`config.mk`:
```
export PLATFORM = sky130hd
export DESIGN_NAME = hazard_ctrl_flat
export DESIGN_NICKNAME = d
export VERILOG_FILES = /design/src/rtl/hazard_if.sv /design/src/rtl/hazard_ctrl.sv /design/src/flat_wrapper.sv
export SDC_FILE = /design/constraint.sdc
export NUM_CORES = 1
export LEC_CHECK = 0
export BUFFER_PORTS_ARGS = -buffer_cell sky130_fd_sc_hd__buf_2
export CAP_MARGIN = 10
export CELL_PAD_IN_SITES_DETAIL_PLACEMENT = 1
export CELL_PAD_IN_SITES_GLOBAL_PLACEMENT = 2
export CORE_MARGIN = 3
export CORE_UTILIZATION = 34
export DETAILED_ROUTE_END_ITERATION = 10
export PLACE_DENSITY_LB_ADDON = 0.1
export SYNTH_ARGS = -nofsm -noshare
export SYNTH_HDL_FRONTEND = slang
export SYNTH_SLANG_ARGS = --single-unit
```
`constraint.sdc`:
```
create_clock -name clk -period 2.73 [get_ports clk]
set_input_delay 0.4095 -clock clk [delete_from_list [all_inputs] [get_ports clk]]
set_output_delay 0.4095 -clock clk [all_outputs]
set_load 0.02 [all_outputs]
```
`src/rtl/hazard_if.sv`:
```
// Decode-side hazard bus: ID instruction qualifiers and pipeline events in,
// forwarding selects and pipeline control out.
interface hazard_if #(
  parameter int unsigned REG_AW = 5,
  parameter int unsigned CNT_W  = 32
);
  logic              id_valid_i;
  logic [REG_AW-1:0] id_rs1_i;
  logic [REG_AW-1:0] id_rs2_i;
  logic [REG_AW-1:0] id_rd_i;
  logic              id_reg1_RE_i;
  logic              id_reg2_RE_i;
  logic              id_reg_we_i;
  logic              id_is_load_i;
  logic              ex_branch_taken_i;
  logic              mem_hold_i;
  logic [1:0]        hz_fwd1_sel_o;
  logic [1:0]        hz_fwd2_sel_o;
  logic              hz_stall_o;
  logic              hz_bubble_o;
  logic              hz_flush_o;
  logic              hz_freeze_o;
  logic [CNT_W-1:0]  hz_bubble_cnt_o;

  modport master (
    output id_valid_i, id_rs1_i, id_rs2_i, id_rd_i, id_reg1_RE_i, id_reg2_RE_i,
           id_reg_we_i, id_is_load_i, ex_branch_taken_i, mem_hold_i,
    input  hz_fwd1_sel_o, hz_fwd2_sel_o, hz_stall_o, hz_bubble_o, hz_flush_o,
           hz_freeze_o, hz_bubble_cnt_o
  );

  modport slave (
    input  id_valid_i, id_rs1_i, id_rs2_i, id_rd_i, id_reg1_RE_i, id_reg2_RE_i,
           id_reg_we_i, id_is_load_i, ex_branch_taken_i, mem_hold_i,
    output hz_fwd1_sel_o, hz_fwd2_sel_o, hz_stall_o, hz_bubble_o, hz_flush_o,
           hz_freeze_o, hz_bubble_cnt_o
  );
endinterface

```
`src/rtl/hazard_ctrl.sv`:
```
// Data-hazard / forwarding unit for the 5-stage core: tracks EX/MEM/WB
// destinations and derives forwarding selects, load-use bubbles and flushes.
module hazard_ctrl #(
  parameter int unsigned REG_AW = 5,
  parameter int unsigned CNT_W  = 32
) (
  input  logic     clk,
  input  logic     rst,
  hazard_if.slave  hz
);

  localparam logic [1:0] SEL_RF  = 2'b00;
  localparam logic [1:0] SEL_EX  = 2'b01;
  localparam logic [1:0] SEL_MEM = 2'b10;
  localparam logic [1:0] SEL_WB  = 2'b11;

  logic              ex_v, ex_we, ex_ld;
  logic [REG_AW-1:0] ex_rd;
  logic              mem_v, mem_we;
  logic [REG_AW-1:0] mem_rd;
  logic              wb_v, wb_we;
  logic [REG_AW-1:0] wb_rd;
  logic [CNT_W-1:0]  bubble_cnt;

  logic m_ex1, m_mem1, m_wb1, m_ex2, m_mem2, m_wb2;
  logic load_use, flush_c, bubble_c;

  function automatic logic stage_match(input logic s_v, input logic s_we,
                                       input logic [REG_AW-1:0] s_rd,
                                       input logic re, input logic [REG_AW-1:0] rs);
    return hz.id_valid_i & re & (rs != '0) & s_v & s_we & (s_rd == rs);
  endfunction

  // Newest producer wins; a load still in EX cannot forward yet.
  function automatic logic [1:0] pick_sel(input logic me, input logic mm,
                                          input logic mw, input logic ld);
    if (me)      return ld ? SEL_RF : SEL_EX;
    else if (mm) return SEL_MEM;
    else if (mw) return SEL_WB;
    else         return SEL_RF;
  endfunction

  always_comb begin
    m_ex1  = stage_match(ex_v,  ex_we,  ex_rd,  hz.id_reg1_RE_i, hz.id_rs1_i);
    m_mem1 = stage_match(mem_v, mem_we, mem_rd, hz.id_reg1_RE_i, hz.id_rs1_i);
    m_wb1  = stage_match(wb_v,  wb_we,  wb_rd,  hz.id_reg1_RE_i, hz.id_rs1_i);
    m_ex2  = stage_match(ex_v,  ex_we,  ex_rd,  hz.id_reg2_RE_i, hz.id_rs2_i);
    m_mem2 = stage_match(mem_v, mem_we, mem_rd, hz.id_reg2_RE_i, hz.id_rs2_i);
    m_wb2  = stage_match(wb_v,  wb_we,  wb_rd,  hz.id_reg2_RE_i, hz.id_rs2_i);

    load_use = (m_ex1 | m_ex2) & ex_ld;
    flush_c  = hz.ex_branch_taken_i & ~hz.mem_hold_i;
    bubble_c = load_use & ~hz.ex_branch_taken_i & ~hz.mem_hold_i;

    hz.hz_fwd1_sel_o   = pick_sel(m_ex1, m_mem1, m_wb1, ex_ld);
    hz.hz_fwd2_sel_o   = pick_sel(m_ex2, m_mem2, m_wb2, ex_ld);
    hz.hz_freeze_o     = hz.mem_hold_i;
    hz.hz_flush_o      = flush_c;
    hz.hz_bubble_o     = bubble_c;
    hz.hz_stall_o      = hz.mem_hold_i | bubble_c;
    hz.hz_bubble_cnt_o = bubble_cnt;
  end

  // Shadow pipeline of destination info; frozen while memory holds.
  always_ff @(posedge clk or posedge rst) begin
    if (rst) begin
      ex_v   <= 1'b0;
      ex_we  <= 1'b0;
      ex_ld  <= 1'b0;
      ex_rd  <= '0;
      mem_v  <= 1'b0;
      mem_we <= 1'b0;
      mem_rd <= '0;
      wb_v   <= 1'b0;
      wb_we  <= 1'b0;
      wb_rd  <= '0;
    end else if (!hz.mem_hold_i) begin
      wb_v   <= mem_v;
      wb_we  <= mem_we;
      wb_rd  <= mem_rd;
      mem_v  <= ex_v;
      mem_we <= ex_we;
      mem_rd <= ex_rd;
      if (flush_c || bubble_c) begin
        ex_v  <= 1'b0;
        ex_we <= 1'b0;
        ex_ld <= 1'b0;
        ex_rd <= '0;
      end else begin
        ex_v  <= hz.id_valid_i;
        ex_we <= hz.id_reg_we_i;
        ex_ld <= hz.id_is_load_i;
        ex_rd <= hz.id_rd_i;
      end
    end
  end

  // Saturating bubble counter; bubble_c already excludes hold cycles.
  always_ff @(posedge clk or posedge rst) begin
    if (rst) begin
      bubble_cnt <= '0;
    end else if (bubble_c && (bubble_cnt != {CNT_W{1'b1}})) begin
      bubble_cnt <= bubble_cnt + CNT_W'(1);
    end
  end

endmodule

```
`src/flat_wrapper.sv`:
```
// flat-port wrapper written by rule: the top's interface ports become plain ports
module hazard_ctrl_flat 
#(
  parameter int unsigned REG_AW = 5,
  parameter int unsigned CNT_W  = 32
)
  (clk, rst, hz_id_valid_i, hz_id_rs1_i, hz_id_rs2_i, hz_id_rd_i, hz_id_reg1_RE_i, hz_id_reg2_RE_i, hz_id_reg_we_i, hz_id_is_load_i, hz_ex_branch_taken_i, hz_mem_hold_i, hz_hz_fwd1_sel_o, hz_hz_fwd2_sel_o, hz_hz_stall_o, hz_hz_bubble_o, hz_hz_flush_o, hz_hz_freeze_o, hz_hz_bubble_cnt_o);
  hazard_if #(.REG_AW(REG_AW), .CNT_W(CNT_W)) hz_i ();
  input  logic clk;
  input  logic rst;
  input wire logic [$bits(hz_i.id_valid_i)-1:0] hz_id_valid_i;
  input wire logic [$bits(hz_i.id_rs1_i)-1:0] hz_id_rs1_i;
  input wire logic [$bits(hz_i.id_rs2_i)-1:0] hz_id_rs2_i;
  input wire logic [$bits(hz_i.id_rd_i)-1:0] hz_id_rd_i;
  input wire logic [$bits(hz_i.id_reg1_RE_i)-1:0] hz_id_reg1_RE_i;
  input wire logic [$bits(hz_i.id_reg2_RE_i)-1:0] hz_id_reg2_RE_i;
  input wire logic [$bits(hz_i.id_reg_we_i)-1:0] hz_id_reg_we_i;
  input wire logic [$bits(hz_i.id_is_load_i)-1:0] hz_id_is_load_i;
  input wire logic [$bits(hz_i.ex_branch_taken_i)-1:0] hz_ex_branch_taken_i;
  input wire logic [$bits(hz_i.mem_hold_i)-1:0] hz_mem_hold_i;
  output wire logic [$bits(hz_i.hz_fwd1_sel_o)-1:0] hz_hz_fwd1_sel_o;
  output wire logic [$bits(hz_i.hz_fwd2_sel_o)-1:0] hz_hz_fwd2_sel_o;
  output wire logic [$bits(hz_i.hz_stall_o)-1:0] hz_hz_stall_o;
  output wire logic [$bits(hz_i.hz_bubble_o)-1:0] hz_hz_bubble_o;
  output wire logic [$bits(hz_i.hz_flush_o)-1:0] hz_hz_flush_o;
  output wire logic [$bits(hz_i.hz_freeze_o)-1:0] hz_hz_freeze_o;
  output wire logic [$bits(hz_i.hz_bubble_cnt_o)-1:0] hz_hz_bubble_cnt_o;
  assign hz_i.id_valid_i = hz_id_valid_i;
  assign hz_i.id_rs1_i = hz_id_rs1_i;
  assign hz_i.id_rs2_i = hz_id_rs2_i;
  assign hz_i.id_rd_i = hz_id_rd_i;
  assign hz_i.id_reg1_RE_i = hz_id_reg1_RE_i;
  assign hz_i.id_reg2_RE_i = hz_id_reg2_RE_i;
  assign hz_i.id_reg_we_i = hz_id_reg_we_i;
  assign hz_i.id_is_load_i = hz_id_is_load_i;
  assign hz_i.ex_branch_taken_i = hz_ex_branch_taken_i;
  assign hz_i.mem_hold_i = hz_mem_hold_i;
  assign hz_hz_fwd1_sel_o = hz_i.hz_fwd1_sel_o;
  assign hz_hz_fwd2_sel_o = hz_i.hz_fwd2_sel_o;
  assign hz_hz_stall_o = hz_i.hz_stall_o;
  assign hz_hz_bubble_o = hz_i.hz_bubble_o;
  assign hz_hz_flush_o = hz_i.hz_flush_o;
  assign hz_hz_freeze_o = hz_i.hz_freeze_o;
  assign hz_hz_bubble_cnt_o = hz_i.hz_bubble_cnt_o;
  hazard_ctrl #(.REG_AW(REG_AW), .CNT_W(CNT_W)) u_core (.clk(clk), .rst(rst), .hz(hz_i));
endmodule
```
==> metrics.txt, run 1 <==
status complete, no violations; Starting DRT DRC Count ~50; delay-heaviest family, CP simple AND/OR/NAND/NOR gates; Layout area overhead 19.4%; DP Wirelength approximately 6 mm; Crit path required time between 2 and 2.5 ns; gr usage total 16.7%; Buf/Inv on CP 2; total CTS buffers 5; slack of the critical path 0.172 ns; most common cell after layout, fill and taps aside buf_2; Final setup viols 0; first-pass GRT wire length ~13 mm; min-delay worst type input port to async pin; crit path launch type input port; detailed-route via count ~2300; warnings from Yosys 0; CP Capture Type output pin; EDFF count, synth 0; crit path DAT 2.15 ns; Reg power frac between 50% and 60%; #FFs+latches synth 54; clk_lat worst skew between 0.3 and 0.4 ns; global placer's final weighted congestion around 0.88; Final Hold Violating Endpoints 0; slew margin rel. 61.8%; layout cells sized above 1 between 30% and 40%; internal power approximately 1.2 mW; sequential-to-total area share from yosys stat approximately 46%; synthesized area about 3000 um2; Die Area roughly 10000 um2; reg2reg setup slack between 0.4 and 0.5 ns; unrepaired setup endpoints after global routing false; Resized Gates After CTS 0; dominant synthesized flop cell dfrtp_1; largest net degree at the start of global routing 30; port bufs 63; VDD IR max roughly 0.00018 V; Gate Count Post-Synth between 200 and 300; Final min period about 2.6 ns; GRT met3 Usage slightly above 3%; H-tree depth 2; logic gate share of total power around an eighth; FFs w/ async S/R, synth 100%; met2 Track Usage GR 27.3%; slowest CP cell or4_4; Residual DRC 0; pwr dens 475 nW/um2; Worst Tran Pin Value about 0.57 ns; CTS Hold Buffers Added 0; Via density between 5 and 6; DRT Pass-1 Iters 4; slowest stage delay, CP 0.52 ns; final number of max-transition violations 0; Ports 64; Clock Sinks 54; CTS root buf clkbuf_8; Rows 33; commonest non-fill, non-tap cells in the layout 63 x buf_2, 54 x dfrtp_1, 44 x xnor2_1; met1 Usage GRT between 20% and 30%; Longest Clk Path Bufs 2; nets about 370; cells along the critical path buf_2 -> or4_4 -> o211ai_2 -> nor3_1 -> or3b_2 -> o21ai_0 -> buf_2; GR peak layer met2; Final period util 93.7%; Switching Fraction between 20% and 30%; number of max-cap violations 0; Unique masters post-synth 37; Crit Path Max Fanout 4; diodes inserted 0; kind of critical path input port to output pin; Routed Antenna Nets 0; final WL 7.83 mm; vias in the first global route between 2000 and 2500; Die X around 99 um; CTS tree built; total gr overflow 0; Max Fclk about 390 MHz; post-route setup TNS 0 ns; Starting Density 35.5%; Setup Buffers After CTS 0; Final Skew just under 0.01 ns; core area around 8300 um2; clock group share of total power between 30% and 40%; switching power between 0.4 and 0.5 mW; Finished Core Util a little over two fifths; initial antenna violation count 0; routed len/inst ~17 um; most used cell, CP buf_2; Leak approximately 1.7 nW; Setup WS pre-CTS about 0.18 ns; CTS clk-pin slew, worst paths around 0.11 ns; syn avg cell area between 10 and 15 um2; Net Count, Synth a little over 300; Die Ht 99.4 um
stage by stage:
stage | total power [mW] | hold slack (ns) | instances | instance area (um2)
after floorplan | 1.03 | 0.501 | 281 | 2960
after global placement | 1.10 | 0.476 | 442 | 3400
after detailed placement | 1.11 | 0.474 | 442 | 3400
after CTS | 1.71 | 0.159 | 450 | 3520
after global routing | 1.76 | 0.172 | 450 | 3540
final | 1.68 | 0.135 | 450 | 3540
state kept, by name (all words and copies together), names as in the netlist:
register / cells
u_core.mem_we: 1
u_core.ex_v: 1
u_core.ex_ld: 1
u_core.wb_v: 1
u_core.wb_we: 1
u_core.mem_v: 1
u_core.ex_rd: 5
u_core.ex_we: 1
u_core.hz.hz_bubble_cnt_o: 32
u_core.mem_rd: 5
u_core.wb_rd: 5
worst paths after layout:
check / start / to / cells after the start
worst min-delay path: rst / u_core.hz.hz_bubble_cnt_o[29]$_DFFE_PP0P_ / 2
max in group asynchronous: rst / u_core.hz.hz_bubble_cnt_o[5]$_DFFE_PP0P_ / 3
worst max-delay path: hz_id_rs1_i[3] / hz_hz_fwd1_sel_o[0] / 7
worst min register to register: u_core.hz.hz_bubble_cnt_o[9]$_DFFE_PP0P_ / u_core.hz.hz_bubble_cnt_o[9]$_DFFE_PP0P_ / 1
worst max register to register: u_core.ex_rd[1]$_DFFE_PP0N_ / u_core.hz.hz_bubble_cnt_o[19]$_DFFE_PP0P_ / 7
min in group clk: hz_id_rd_i[2] / u_core.ex_rd[2]$_DFFE_PP0N_ / 2
power by group through the flow:
stage | clock, mW | combinational, mW | sequential (mW)
3_3_place_gp | 0 | 0.200 | 0.901
4_1_cts | 0.620 | 0.204 | 0.887
3_5_place_dp | 0 | 0.204 | 0.903
2_1_floorplan | 0 | 0.149 | 0.881
6_report | 0.593 | 0.203 | 0.886
5_1_grt | 0.642 | 0.226 | 0.893
cell usage after synthesis (8+ instances only):
library cell / instances / area, um2
dfrtp_1: 54 / 1350
xnor2_1: 44 / 385
nand3_1: 24 / 120
xor2_1: 19 / 166
nor2_1: 17 / 63.8
nand4_1: 16 / 100
mux2_2: 14 / 158
nand2_1: 12 / 45.0
nor3_1: 11 / 55.1
a22o_1: 8 / 70.1
and3_1: 8 / 50.1
area by class of cell:
type | instances | area [um2]
well taps | 105 | 131
flip-flops and latches | 54 | 1350
clock inverters | 2 | 38.8
repair buffers | 68 | 365
inverters | 6 | 22.5
multi-input cells | 209 | 1550
clock buffers | 6 | 82.6
fillers | 992 | 4800
routing by layer:
layer  routed length [um]  vias up
met2                 3640       46
met5                    0        -
li1                     -     1117
met1                 3830     1151
met3                  309        6
met4                   51        0
logic make-up after synthesis:
kind of cell,after synthesis,share of synthesized area [%]
AOI/OAI and AO/OA,18,5.45
xor gates and xnor gates,63,18.6
adders and majority gates,1,0.422
buffers and inverters,18,2.83
DFF,54,45.6
muxes,14,5.32
and+or+nand+nor,113,21.8
No activity file was read; power rests on OpenSTA's default activity.
==> run 2, diff against run 1 <==
--- a/config.mk
+++ b/config.mk
@@ -11,8 +11,10 @@
 export CELL_PAD_IN_SITES_GLOBAL_PLACEMENT = 2
 export CORE_MARGIN = 3
 export CORE_UTILIZATION = 34
+export CTS_CLUSTER_SIZE = 12
 export DETAILED_ROUTE_END_ITERATION = 10
 export PLACE_DENSITY_LB_ADDON = 0.1
+export SETUP_SLACK_MARGIN = 0.5
 export SYNTH_ARGS = -nofsm -noshare
 export SYNTH_HDL_FRONTEND = slang
 export SYNTH_SLANG_ARGS = --single-unit
==> metrics.txt, run 2 (synthesis gave the netlist of run 1 again) <==
crit path DAT 2.05 ns (-0.10 ns); port bufs 63 (unchanged); total CTS buffers 5 (unchanged); DRT Pass-1 Iters 4 (unchanged); Finished Core Util 50.1% (+7.6 points); DP Wirelength 6.17 mm (+1.6%); Routed Antenna Nets 0 (unchanged); Layout area overhead 40.9%; Worst Tran Pin Value 0.597 ns (+0.0242 ns); routed len/inst 18.3 um (+5.4%); min-delay worst type input port to async pin; switching power 0.469 mW (+6.6%); Via density 5.18 (+0.52%); most common cell after layout, fill and taps aside buf_2; Final Skew 0.0117 ns (+0.00179 ns); CTS clk-pin slew, worst paths 0.11 ns (about the same); slew margin rel. 60.1% (-1.7 points); global placer's final weighted congestion 0.836 (-4.9%); pwr dens 389 nW/um2 (-18%); total gr overflow 0 (unchanged); Final setup viols 0 (unchanged); final number of max-transition violations 0 (unchanged); CTS tree built; VDD IR max 0.000287 V (+63%); diodes inserted 0 (unchanged); nets 396 (+7.3%); reg2reg start u_core.ex_rd[4]$_DFFE_PP0N_; Starting Density 35.5% (unchanged); Final Power 1.62 mW (-3.4%); Final min period 2.46 ns (-0.0991 ns); CTS root buf clkbuf_8; unrepaired setup endpoints after global routing true; CP Capture Type output pin; kind of critical path input port to output pin; CTS Hold Buffers Added 0 (unchanged); crit path launch type input port; reg2reg setup slack 0.45 ns (+0.03 ns); Die X 99.4 um (unchanged); logic gate share of total power 15.6% (+3.5 points); clock group share of total power 29.7% (-5.6 points); clk_lat worst skew 0.32 ns (about the same); Crit Path Max Fanout 4 (unchanged); largest net degree at the start of global routing 26 (-13%); Ports 64 (unchanged); Die Ht 99.4 um (unchanged); vias in the first global route 2559 (+4.0%); commonest non-fill, non-tap cells in the layout 53 x buf_2, 48 x dfrtp_1, 36 x xnor2_1; core area 8340 um2 (unchanged); Switching Fraction 28.9% (+2.7 points); internal power 1.15 mW (-7.0%); post-route setup TNS 0 ns (unchanged); Clock Sinks 54 (unchanged); first-pass GRT wire length 13.7 mm (+3.6%); layout cells sized above 1 46.8% (+17 points); Crit path required time 2.32 ns (about the same); H-tree depth 2 (unchanged); Die Area 9870 um2 (unchanged); final WL 8.74 mm (+12%); Longest Clk Path Bufs 2 (unchanged); Rows 33 (unchanged); R2R Path End u_core.hz.hz_bubble_cnt_o[10]$_DFFE_PP0P_; Max Fclk 407 MHz (+4.0%); Largest register FFs 32 (unchanged); initial antenna violation count 1 (+1); number of max-cap violations 0 (unchanged); R2R cell count 10 (+3); Residual DRC 0 (unchanged); Final Hold Violating Endpoints 0 (unchanged); detailed-route via count 2472 (+6.6%); Reg power frac 54.7% (+2.0 points); gr usage total 17.4% (+0.71 points); Leak 1.99 nW (+20%); Final period util 90.1% (-3.6 points); Starting DRT DRC Count 64 (+31%); status complete, no violations
==> run 2: final cells by class <==
cell class	count	area [um2]
clock buffers	5	68.8
clock inverters	3	23.8
fillers	916	4170
inverters	6	22.5
multi-input cells	210	1910
flip-flops and latches	54	1360
well taps	105	131
repair buffers	94	659
==> run 2: worst max-delay path by stage <==
stage / start / to / slack (ns) / depth (start not counted)
after detailed placement: hz_id_rs2_i[4] / hz_hz_fwd2_sel_o[0] / 0.18 / 7
after global placement: hz_id_rs2_i[4] / hz_hz_fwd2_sel_o[0] / 0.21 / 7
after CTS: u_core.ex_rd[3]$_DFFE_PP0N_ / hz_hz_fwd1_sel_o[0] / 0.26 / 5
after global routing: u_core.ex_rd[2]$_DFFE_PP0N_ / hz_hz_fwd1_sel_o[0] / 0.23 / 5
final: hz_id_rs1_i[3] / hz_hz_fwd1_sel_o[0] / 0.27 / 8
after floorplan: hz_id_rs2_i[1] / hz_hz_bubble_o / 0.51 / 5
==> run 2: power by group through the flow <==
stage	Sequential (mW)	Combinational [mW]	Clock, mW
after global placement	0.900	0.206	0
after floorplan	0.883	0.153	0
after CTS	0.889	0.241	0.493
after global routing	0.895	0.275	0.537
final	0.888	0.254	0.482
after detailed placement	0.902	0.208	0
==> run 2: what timing repair did <==
item / in CTS / in global routing
cloned: 0 / 2
gates resized for setup: 44 / 44
setup endpoints to repair: 28 / 32
buffers inserted: 12 / 13
pin swaps: 17 / 28
==> run 2: critical path, stage by stage <==
cell and delay (ns):
buf_4 0.14, or4_4 0.56, nor2_4 0.14, nor4b_4 0.06, buf_4 0.15, or3b_4 0.38
o21ai_4 0.07, buf_6 0.13
==> run 2: per-stage QoR <==
stage	hold WS, ns	instance area, um2	worst slack [ns]	instances
CTS	0.0388	3840	0.256	462
floorplan	0.501	3040	0.506	281
global placement	0.379	3460	0.207	442
global route	0.0396	4180	0.225	477
finish	0.0259	4180	0.271	477
detailed placement	0.382	3460	0.182	442
==> run 2: routing by layer <==
metal  vias up  share of wire (%)  track usage (%)
met4         2               0.75             3.26
met3         6                3.8             3.16
met5         -               0.21                0
li1       1174                  -                -
met1      1240                 45             23.6
met2        50                 51             29.3
